--- config.mk ---
export PLATFORM = sky130hd
export DESIGN_NAME = control_flat
export DESIGN_NICKNAME = d
export VERILOG_FILES = /design/src/rtl/control_if.sv /design/src/rtl/control.sv /design/src/flat_wrapper.sv
export SDC_FILE = /design/constraint.sdc
export NUM_CORES = 1
export LEC_CHECK = 0
export CORE_MARGIN = 5
export CORE_UTILIZATION = 49
export DETAILED_ROUTE_END_ITERATION = 10
export PLACE_DENSITY = 0.83
export SETUP_SLACK_MARGIN = 0.4
export SYNTH_ARGS = -nofsm -noshare
export SYNTH_HDL_FRONTEND = slang
export SYNTH_SLANG_ARGS = --single-unit
export TNS_END_PERCENT = 5
--- constraint.sdc ---
create_clock -name clk -period 4.3 [get_ports clk]
set_input_delay 0.86 -clock clk [delete_from_list [all_inputs] [get_ports clk]]
set_output_delay 0.86 -clock clk [all_outputs]
set_load 0.01 [all_outputs]
--- src/rtl/control_if.sv ---
// Memory request/response bundle between the control FSM and the memory port.
interface control_if;
  logic       mem_read;
  logic       mem_write;
  logic [1:0] mem_byte_enable;
  logic       mem_resp;

  modport master (
    output mem_read,
    output mem_write,
    output mem_byte_enable,
    input  mem_resp
  );

  modport slave (
    input  mem_read,
    input  mem_write,
    input  mem_byte_enable,
    output mem_resp
  );
endinterface

--- src/rtl/control.sv ---
// Moore control FSM for a 16-bit fetch/decode/execute datapath.
// Optional memory-wait watchdog enabled by defining MEM_TIMEOUT_EN.
//
// state     | meaning
// ----------+-----------------------------------------------
// FETCH1    | MAR <- PC, PC <- PC+2
// FETCH2    | read instruction word into MDR, wait mem_resp
// FETCH3    | IR <- MDR
// DECODE    | dispatch on opcode (unknown opcode = NOP)
// S_ADD     | regfile <- A + B, update CC
// S_AND     | regfile <- A & B, update CC
// S_NOT     | regfile <- ~A, update CC
// BR        | test br_enable
// BR_TAKEN  | PC <- branch target
// CALC_ADDR | MAR <- base + offset
// LDR1      | read data into MDR, wait mem_resp
// LDR2      | regfile <- MDR, update CC
// STR1      | MDR <- store register (ALU pass-through)
// STR2      | write MDR to memory, wait mem_resp
module control #(
  parameter int TIMEOUT_W = 8
) (
  input  logic             clk,
  input  logic             rst_n,
  input  logic [3:0]       opcode,
  input  logic             br_enable,
  control_if.master        mem,
  output logic             load_pc,
  output logic             load_ir,
  output logic             load_regfile,
  output logic             load_mar,
  output logic             load_mdr,
  output logic             load_cc,
  output logic             pcmux_sel,
  output logic             storemux_sel,
  output logic             alumux_sel,
  output logic             regfilemux_sel,
  output logic             marmux_sel,
  output logic             mdrmux_sel,
  output logic [2:0]       aluop,
  output logic             mem_timeout
);

  if (TIMEOUT_W < 1) begin : g_bad_timeout_w
    $error("control: TIMEOUT_W must be at least 1");
  end

  typedef enum logic [3:0] {
    FETCH1, FETCH2, FETCH3, DECODE,
    S_ADD, S_AND, S_NOT, BR, BR_TAKEN,
    CALC_ADDR, LDR1, LDR2, STR1, STR2
  } state_e;

  typedef struct packed {
    logic       load_pc;
    logic       load_ir;
    logic       load_regfile;
    logic       load_mar;
    logic       load_mdr;
    logic       load_cc;
    logic       pcmux_sel;
    logic       storemux_sel;
    logic       alumux_sel;
    logic       regfilemux_sel;
    logic       marmux_sel;
    logic       mdrmux_sel;
    logic [2:0] aluop;
    logic       mem_read;
    logic       mem_write;
  } ctrl_t;

  localparam logic [2:0] ALU_ADD  = 3'b000;
  localparam logic [2:0] ALU_AND  = 3'b001;
  localparam logic [2:0] ALU_NOT  = 3'b010;
  localparam logic [2:0] ALU_PASS = 3'b011;

  state_e state_q, state_d;
  ctrl_t  ctrl_q, ctrl_d;

  // Outputs are a pure function of state; they are registered by decoding the next state.
  function automatic ctrl_t decode_ctrl(input state_e s);
    ctrl_t c;
    c = '0;
    case (s)
      FETCH1:    begin c.load_mar = 1'b1; c.marmux_sel = 1'b1; c.load_pc = 1'b1; end
      FETCH2:    begin c.mem_read = 1'b1; c.load_mdr = 1'b1; c.mdrmux_sel = 1'b1; end
      FETCH3:    c.load_ir = 1'b1;
      S_ADD:     begin c.load_regfile = 1'b1; c.load_cc = 1'b1; c.aluop = ALU_ADD; end
      S_AND:     begin c.load_regfile = 1'b1; c.load_cc = 1'b1; c.aluop = ALU_AND; end
      S_NOT:     begin c.load_regfile = 1'b1; c.load_cc = 1'b1; c.aluop = ALU_NOT; end
      BR_TAKEN:  begin c.load_pc = 1'b1; c.pcmux_sel = 1'b1; end
      CALC_ADDR: begin c.alumux_sel = 1'b1; c.aluop = ALU_ADD; c.load_mar = 1'b1; end
      LDR1:      begin c.mem_read = 1'b1; c.load_mdr = 1'b1; c.mdrmux_sel = 1'b1; end
      LDR2:      begin c.regfilemux_sel = 1'b1; c.load_regfile = 1'b1; c.load_cc = 1'b1; end
      STR1:      begin c.storemux_sel = 1'b1; c.aluop = ALU_PASS; c.load_mdr = 1'b1; end
      STR2:      c.mem_write = 1'b1;
      default:   c = '0;
    endcase
    return c;
  endfunction

`ifdef MEM_TIMEOUT_EN
  // Down-counter loaded so that it hits zero on the (2^W-1)th idle wait cycle.
  localparam logic [TIMEOUT_W-1:0] TIMER_LOAD = {TIMEOUT_W{1'b1}} - TIMEOUT_W'(1);

  logic [TIMEOUT_W-1:0] timer_q, timer_d;
  logic                 mem_timeout_q, mem_timeout_d;
  logic                 waiting;
  logic                 timeout_hit;
`endif

  always_comb begin
    state_d = state_q;
    case (state_q)
      FETCH1:    state_d = FETCH2;
      FETCH2:    if (mem.mem_resp) state_d = FETCH3;
      FETCH3:    state_d = DECODE;
      DECODE: begin
        case (opcode)
          4'b0001:          state_d = S_ADD;
          4'b0101:          state_d = S_AND;
          4'b1001:          state_d = S_NOT;
          4'b0000:          state_d = BR;
          4'b0110, 4'b0111: state_d = CALC_ADDR;
          default:          state_d = FETCH1;
        endcase
      end
      S_ADD, S_AND, S_NOT: state_d = FETCH1;
      BR:        state_d = br_enable ? BR_TAKEN : FETCH1;
      BR_TAKEN:  state_d = FETCH1;
      CALC_ADDR: state_d = (opcode == 4'b0110) ? LDR1 : STR1;
      LDR1:      if (mem.mem_resp) state_d = LDR2;
      LDR2:      state_d = FETCH1;
      STR1:      state_d = STR2;
      STR2:      if (mem.mem_resp) state_d = FETCH1;
      default:   state_d = FETCH1;
    endcase

`ifdef MEM_TIMEOUT_EN
    waiting     = (state_q == FETCH2) || (state_q == LDR1) || (state_q == STR2);
    timeout_hit = waiting && !mem.mem_resp && (timer_q == '0);
    if (timeout_hit) state_d = FETCH1;
    timer_d       = (waiting && (state_d == state_q)) ? timer_q - TIMEOUT_W'(1) : TIMER_LOAD;
    mem_timeout_d = mem_timeout_q | timeout_hit;
`endif

    ctrl_d = decode_ctrl(state_d);
  end

  always_ff @(posedge clk or negedge rst_n) begin
    if (!rst_n) begin
      state_q       <= FETCH1;
      ctrl_q        <= decode_ctrl(FETCH1);
`ifdef MEM_TIMEOUT_EN
      timer_q       <= TIMER_LOAD;
      mem_timeout_q <= 1'b0;
`endif
    end else begin
      state_q       <= state_d;
      ctrl_q        <= ctrl_d;
`ifdef MEM_TIMEOUT_EN
      timer_q       <= timer_d;
      mem_timeout_q <= mem_timeout_d;
`endif
    end
  end

  assign load_pc             = ctrl_q.load_pc;
  assign load_ir             = ctrl_q.load_ir;
  assign load_regfile        = ctrl_q.load_regfile;
  assign load_mar            = ctrl_q.load_mar;
  assign load_mdr            = ctrl_q.load_mdr;
  assign load_cc             = ctrl_q.load_cc;
  assign pcmux_sel           = ctrl_q.pcmux_sel;
  assign storemux_sel        = ctrl_q.storemux_sel;
  assign alumux_sel          = ctrl_q.alumux_sel;
  assign regfilemux_sel      = ctrl_q.regfilemux_sel;
  assign marmux_sel          = ctrl_q.marmux_sel;
  assign mdrmux_sel          = ctrl_q.mdrmux_sel;
  assign aluop               = ctrl_q.aluop;
  assign mem.mem_read        = ctrl_q.mem_read;
  assign mem.mem_write       = ctrl_q.mem_write;
  assign mem.mem_byte_enable = 2'b11;

`ifdef MEM_TIMEOUT_EN
  assign mem_timeout = mem_timeout_q;
`else
  assign mem_timeout = 1'b0;
`endif

endmodule

--- src/flat_wrapper.sv ---
// flat-port wrapper written by rule: the top's interface ports become plain ports
module control_flat 
#(
  parameter int TIMEOUT_W = 8
)
  (clk, rst_n, opcode, br_enable, load_pc, load_ir, load_regfile, load_mar, load_mdr, load_cc, pcmux_sel, storemux_sel, alumux_sel, regfilemux_sel, marmux_sel, mdrmux_sel, aluop, mem_timeout, mem_mem_read, mem_mem_write, mem_mem_byte_enable, mem_mem_resp);
  control_if mem_i ();
  input  logic clk;
  input  logic rst_n;
  input  logic [3:0] opcode;
  input  logic br_enable;
  output logic load_pc;
  output logic load_ir;
  output logic load_regfile;
  output logic load_mar;
  output logic load_mdr;
  output logic load_cc;
  output logic pcmux_sel;
  output logic storemux_sel;
  output logic alumux_sel;
  output logic regfilemux_sel;
  output logic marmux_sel;
  output logic mdrmux_sel;
  output logic [2:0] aluop;
  output logic mem_timeout;
  output wire logic [$bits(mem_i.mem_read)-1:0] mem_mem_read;
  output wire logic [$bits(mem_i.mem_write)-1:0] mem_mem_write;
  output wire logic [$bits(mem_i.mem_byte_enable)-1:0] mem_mem_byte_enable;
  input wire logic [$bits(mem_i.mem_resp)-1:0] mem_mem_resp;
  assign mem_mem_read = mem_i.mem_read;
  assign mem_mem_write = mem_i.mem_write;
  assign mem_mem_byte_enable = mem_i.mem_byte_enable;
  assign mem_i.mem_resp = mem_mem_resp;
  control #(.TIMEOUT_W(TIMEOUT_W)) u_core (.clk(clk), .rst_n(rst_n), .opcode(opcode), .br_enable(br_enable), .mem(mem_i), .load_pc(load_pc), .load_ir(load_ir), .load_regfile(load_regfile), .load_mar(load_mar), .load_mdr(load_mdr), .load_cc(load_cc), .pcmux_sel(pcmux_sel), .storemux_sel(storemux_sel), .alumux_sel(alumux_sel), .regfilemux_sel(regfilemux_sel), .marmux_sel(marmux_sel), .mdrmux_sel(mdrmux_sel), .aluop(aluop), .mem_timeout(mem_timeout));
endmodule
=== Word level (Yosys, flattened, before mapping) ===
Index checks and enable logic that the tools add are counted.

* Bits in registers: 18
* Input bits: 8
* Output and inout port bits: 20
* Word-level logic and storage cells: 67

* Equal/unequal tests: 24
* Multiplexer cells: 20
* Reductions and logical operators: 9

{| class="wikitable"
|+ Operator list
! kind !! number
|-
| equality test 4 bit, second input constant || 11
|-
| one-hot mux 4 bit (9 select lines) || 1
|-
| equality test 4 x 3 -> 1 bit, second input constant || 7
|-
| one-hot mux 4 bit (5 select lines) || 1
|-
| two-way mux 4 bit || 4
|-
| equality test 4 x 1 -> 1 bit, second input constant || 3
|-
| equality test 4 x 2 -> 1 bit, second input constant || 3
|-
| zero test 4 bit || 3
|-
| two-way mux 1 bit || 12
|-
| OR reduction 2 bit || 4
|-
| one-hot mux 2 bit (3 select lines) || 1
|-
| OR reduction 4 bit || 1
|-
| two-way mux 3 bit || 1
|-
| OR reduction 3 bit || 1
|}

=== Depth between registers and ports, before layout ===
Gate-level depths: netlist (run 1).

* Word-level depth: 7
* Gate-level depth with buffers: 7
* Mapped depth without buffers: 6

=== Worst setup path before layout (run 1) ===
Ideal clock, no wire load.

* Path type: input -> register
* Start point: in opcode[1]
* End point: reg u_core.ctrl_q (netlist bit u_core.load_mdr)
* Setup time: 0.099 ns
* Arrival time: 2.124 ns
* Required time: 4.201 ns
* Path slack: 2.077 ns
* Stages: 5
* Buffers on the path: 0
* Path through: or3_1 -> a2111oi_2 -> nor4_1 -> and2_4 -> o311ai_4

{| class="wikitable"
|+ RTL lines
! element !! RTL line !! text
|-
| start, declared || flat_wrapper.sv:10 || <nowiki>input logic [3:0] opcode;</nowiki>
|-
| end signal, assigned || control.sv:153 || <nowiki>ctrl_q <= decode_ctrl(FETCH1);</nowiki>
|-
| end signal, assigned || control.sv:160 || <nowiki>ctrl_q <= ctrl_d;</nowiki>
|-
| end, declared || control.sv:78 || <nowiki>ctrl_t ctrl_q, ctrl_d;</nowiki>
|}

==> results of run 1 <==
[placed cells by master, fill, tap and decap left out, drive strengths merged, types with 4 or more instances in the layout]
cell	netlist	layout
dfrtp	15	15
conb	2	4
nor3	4	4
clkbuf	0	4
clkdlybuf4s50	0	23
o21ai	4	4
nand2	4	4
nor2	4	4
inv	5	5
[cell type report]
type / instances / share of cell area, %
timing repair buffer: 23 / 19.53
sequential: 18 / 38.54
inverter: 5 / 1.592
clock buffer: 4 / 3.079
tap: 25 / 2.654
multi-input combinational: 55 / 34.61
[metal layers]
| metal | vias up | wire (um) | part of all wire [%] | track usage [%] |
|---|---|---|---|---|
| met5 | - | 0 | 0 | 0 |
| met4 | 0 | 28 | 1.6 | 11.49 |
| met3 | 4 | 86 | 4.9 | 1.939 |
| met2 | 24 | 875 | 50 | 23.67 |
| met1 | 323 | 760 | 43 | 17.80 |
| li1 | 338 | - | - | - |
[worst reg2reg max path, cell delays in order (launching register included)]
cell	delay [ps]
dfrtp_1	550
nand4bb_1	340
a2111o_1	520
and3_1	260
nand2b_4	120
o311ai_4	80
[cell families (layout without fill, tap and decap cells)]
| kind of cell | after synthesis | count (layout) |
|---|---|---|
| and+or+nand+nor | 32 | 32 |
| AOI/OAI and AO/OA | 19 | 19 |
| DFF | 18 | 18 |
| buffers and inverters | 14 | 32 |
| other | 2 | 4 |
[worst max path at each step]
stage / end / cells past startpoint
after global placement: u_core.aluop[1] / 7
after global routing: u_core.load_regfile / 6
after floorplan: u_core.load_mdr / 5
after detailed placement: u_core.load_mdr / 6
final: u_core.load_regfile / 6
after CTS: u_core.load_regfile / 6
[per-stage QoR]
stage	cell area [sq um]	worst slack, ps	instances
final	1179	1705	130
after global placement	1142	1475	126
after floorplan	940.9	2077	87
after detailed placement	1142	1421	126
after CTS	1179	1710	130
after global routing	1179	1583	130
[where the power goes]
group	switching (W)	internal (W)	total, W
combinational	0.000155	0.000166	0.000322
clock	0.0000480	0.0000516	0.0000995
sequential	0.0000449	0.000223	0.000268
==> impl_metrics.ini, run 1 <==
[critical_path]
crit_path_start_kind = input port
reg2reg_from = u_core.state_q[2]
crit_required_ps = 4480
path_max_fanout = 7
crit_chain = clkdlybuf4s50_1, or2_2, a2111oi_0, or3_1, a21boi_0, o21bai_1
crit_type = input port to register
crit_buf_inv = 1
worstReg2RegEnd = u_core.load_mdr
cp_top_family = compound AO/OA/AOI/OAI gates
crit_start = opcode[0]
r2r_slack_ps = 2290
cp_slowest_stage_delay_ps = 510
ff2ff_path_depth = 5
cp-end-kind = register
critPathArrivalTime_ps = 2770
cp_slowest_cell = clkdlybuf4s50_1

[layout]
final_util_pct = 66.81
largest_reg_flops = 4
num_antenna_cells = 0
multi_input_area_sq_um = 407.9
regArea_sq_um = 454.2
top_register = u_core.state_q
fillers = 149
nets = 114
drive_gt1_share_pct = 17.14
syn_to_final_growth_pct = 26.27

[yosys]
synthArstFlopShare_pct = 100.0
syn_avg_cell_area_sq_um = 10.98
synth.most_common_cell = dfrtp_1
synth.cell_area_sq_um = 933.4
synth_largest_area_cell = dfrtp_1
synthTopCellsByCount = 15 x dfrtp_1, 6 x buf_4
synth_fa_ha_area_share_pct = 0
synth_cells = 85
synthSimpleGateAreaFrac_pct = 21.58
yosysSeqAreaShare_pct = 48.66
synth_top_area_share_pct = 40.21
synthTopCellsByArea = dfrtp_1 40%, dfstp_2 8.4%, buf_4 4.8%
synth_xor_area_share_pct = 0
synth_compound_area_share_pct = 20.51
synth_cell_types = 37
ys_seq_elements = 18
synthMuxAreaShare_pct = 0
ys.flop_type = dfrtp_1
synth_top_family_by_area = simple AND/OR/NAND/NOR gates
yosysWarnings = 0
synth_edf_count = 0

[clock_network]
clk_pin_slew_ps = 90
cts-root-buf = clkbuf_4
htree_num_levels = 1
cts_num_sinks = 18
cts_tree = done
clkLatencyLatePin_ps = 290
ctsHoldBuffers = 0
numCtsBuffers = 3
clockBufferDepth = 2
post_cts_resized = 0
postCtsSetupBuffers = 0

[power_and_ir_drop]
leakagePower_nw = 0.5053
p_per_area_nw_per_um2 = 584.5
finalPower_w = 0.0006889
peakVddDrop_uv = 356.1

[global_routing]
overflow = 0
antenna_found_initial = 0
grt_pass1_vias = 636
grt_max_degree = 19
grtUsageTotal_pct = 14.76
grt_pass1_wl_um = 2946

[die]
dieArea_sq_um = 2878
die_y_um = 53.65
initial_core_util_pct = 52.91
fp.dieW_um = 53.65
num_io_pins = 28
fp.coreArea_sq_um = 1764
std_cell_rows = 15

[sta]
min_period_ps = 2595
max_freq_ghz = 0.3853
relSlewSlack_pct = 49.54
holdWs_ps = 668.4
rsz0062_at_grt = false
hold_viol_final = 0
finalSetupTns_ps = 0
drv_slew = 0
setup_viol = 0
period_share_pct = 60.36
skew_ps = 2.781
tightest_slew_ps = 754.5

[drt]
routed-via-count = 689
drc = 0
drtAntennaViolNets = 0
drt-initial-drc-count = 10
wl_um = 1751
via_per_inst = 5.300
wl_per_cell_um = 13.47
dr.pass1.iters = 4

[placement]
place.gp.congestion = 0.8402
hpwl_um = 1345
port_buffers = 23

[min_path]
min_to = u_core.pcmux_sel
hold_path_startpoint = u_core.state_q[3]
worstHoldPathType = register to register
min_path_cells = 1

[job]
max_cap_violations = 0

[run_status]
outcome = complete, no violations
No activity file was read; power rests on OpenSTA's default activity.
==> run 2: changes to the inputs <==
--- a/config.mk
+++ b/config.mk
@@ -5,10 +5,11 @@
 export SDC_FILE = /design/constraint.sdc
 export NUM_CORES = 1
 export LEC_CHECK = 0
+export CORE_ASPECT_RATIO = 0.6
 export CORE_MARGIN = 5
-export CORE_UTILIZATION = 49
+export CORE_UTILIZATION = 41
 export DETAILED_ROUTE_END_ITERATION = 10
-export PLACE_DENSITY = 0.83
+export PLACE_DENSITY = 0.74
 export SETUP_SLACK_MARGIN = 0.4
 export SYNTH_ARGS = -nofsm -noshare
 export SYNTH_HDL_FRONTEND = slang
==> constraint.sdc (replaced) <==
create_clock -name clk -period 2.2 [get_ports clk]
set_input_delay 0.44 -clock clk [delete_from_list [all_inputs] [get_ports clk]]
set_output_delay 0.44 -clock clk [all_outputs]
set_load 0.01 [all_outputs]
==> run 2 against run 1 <==
  * Combinational power grew 130%
  * Non-clock buffer count grew 14
  * Cell count grew 15%
  * Wire length grew 15%
  * Clock-buffer cell count is the same
  * Hold slack lost 150 ps
  * Critical path depth grew 1
  * Total power grew 130%
  * Utilization shrank 3.4 points
  * Via count grew 7.1%
  * Critical endpoint is now u_core.load_mdr
==> impl_metrics.ini, run 2 (synthesis gave the netlist of run 1 again) <==
[placement]
hpwl_um = 1474
port_buffers = 23
postPlaceCellArea_sq_um = 1237
place.gp.congestion = 0.8090

[clock_network]
cts_num_sinks = 18
cts_tree = done
htree_num_levels = 1
clkLatencyLatePin_ps = 250
clockBufferDepth = 2
clk_pin_slew_ps = 60
cts-root-buf = clkbuf_8
numCtsBuffers = 3

[critical_path]
cp_slowest_stage_delay_ps = 400
crit_buf_inv = 2
crit_path_start_kind = input port
cp-end-kind = register
critPathArrivalTime_ps = 1910
cp_top_family = simple AND/OR/NAND/NOR gates
ff2ff_path_depth = 5
path_max_fanout = 5
cp_slowest_cell = or3_4
worst-path-stages = 7
crit_chain = clkdlybuf4s15_1, or3_4, a2111oi_4, nor4_2, buf_4, nand4_1, o311ai_4
crit_type = input port to register
crit_required_ps = 2320

[die]
fp.dieW_um = 71.60
dieArea_sq_um = 3362
die_y_um = 46.96
std_cell_rows = 13
num_io_pins = 28
fp.coreArea_sq_um = 2163
initial_core_util_pct = 43.15

[power_and_ir_drop]
peakVddDrop_uv = 619.0
p_per_area_nw_per_um2 = 1130
finalPower_w = 0.001551
leakagePower_nw = 0.5901

[layout]
final_cell_mix = 18 x clkdlybuf4s50_1, 12 x buf_4, 12 x dfrtp_1
num_antenna_cells = 0
largest_reg_flops = 4
drive_gt1_share_pct = 34.45
stdcell_area_sq_um = 1373
nets = 128
top_register = u_core.state_q
syn_to_final_growth_pct = 47.05
final_common_cell = clkdlybuf4s50_1

[min_path]
worstHoldPathType = input port to async pin

[global_routing]
overflow = 0
antenna_found_initial = 0
grtUsageTotal_pct = 13.38
grt_pass1_wl_um = 3394
grt_max_degree = 19
grt_pass1_vias = 765

[drt]
wl_um = 2020
via_per_inst = 4.953
drt-initial-drc-count = 20
drc = 0
routed-via-count = 738
dr.pass1.iters = 4
drtAntennaViolNets = 0
wl_per_cell_um = 13.56

[run_status]
outcome = complete, no violations

[job]
max_cap_violations = 0

[sta]
hold_viol_final = 0
setup_viol = 0
max_freq_ghz = 0.5586
min_period_ps = 1790
skew_ps = 0.7699
drv_slew = 0
period_share_pct = 81.37
rsz0062_at_grt = true
## run 2: changes by cell type in the layout (fill, tap and decap cells not counted), sizes merged
cell	change
dlygate4sd2	+3
clkdlybuf4s50	-5
buf	+14
clkdlybuf4s15	+2
## run 2: routing by layer
| layer | GRT usage (%) | share of wire, % |
|---|---|---|
| met5 | 0 | 0 |
| met1 | 17.24 | 48 |
| met3 | 4.915 | 8.0 |
| met4 | 3.371 | 0.50 |
| met2 | 21.90 | 43 |
## run 2: through the flow
step           instances  TNS [ps]  setup WS, ps  util (%)  hold WS (ps)
2_1_floorplan         87         0         431.2         -         144.4
5_1_grt              149         0         346.8     63.45         534.4
6_report             149         0         409.9     63.45         514.5
3_3_place_gp         142    -637.3        -131.3     57.20         640.1
3_5_place_dp         142    -634.7        -145.0     57.20         641.2
4_1_cts              149         0         402.4     63.27         523.8
## run 2: final timing paths
path | startpoint | endpoint | slack (ps)
min in group clk | u_core.state_q[3] | u_core.pcmux_sel | 590
max in group asynchronous | rst_n | u_core.marmux_sel | 1430
setup / recovery | opcode[0] | u_core.load_mdr | 410
hold / removal | rst_n | u_core.load_ir | 510
hold reg to reg | u_core.state_q[3] | u_core.pcmux_sel | 590
setup reg to reg | u_core.state_q[2] | u_core.load_mdr | 450
## run 2: area by class of cell
class | count | area (sq um)
clock buffers | 4 | 55.05
fillers | 190 | 790.8
inverters | 5 | 18.77
multi-input cells | 55 | 464.2
flip-flops and latches | 18 | 457.9
well taps | 30 | 37.54
repair buffers | 37 | 339.1
## run 2: repair_timing
item                                    CTS  global route
gates resized for setup                  18             3
gates cloned                              0             0
endpoints found under the setup margin    9             7
hold buffers                              0             0
pin swaps                                 8             1
buffers inserted                          3             0
## run 2: power by group
part,internal [W],switching [W],total [W]
sequential,0.000441,0.0000921,0.000533
clock,0.000159,0.000105,0.000264
combinational,0.000419,0.000335,0.000754
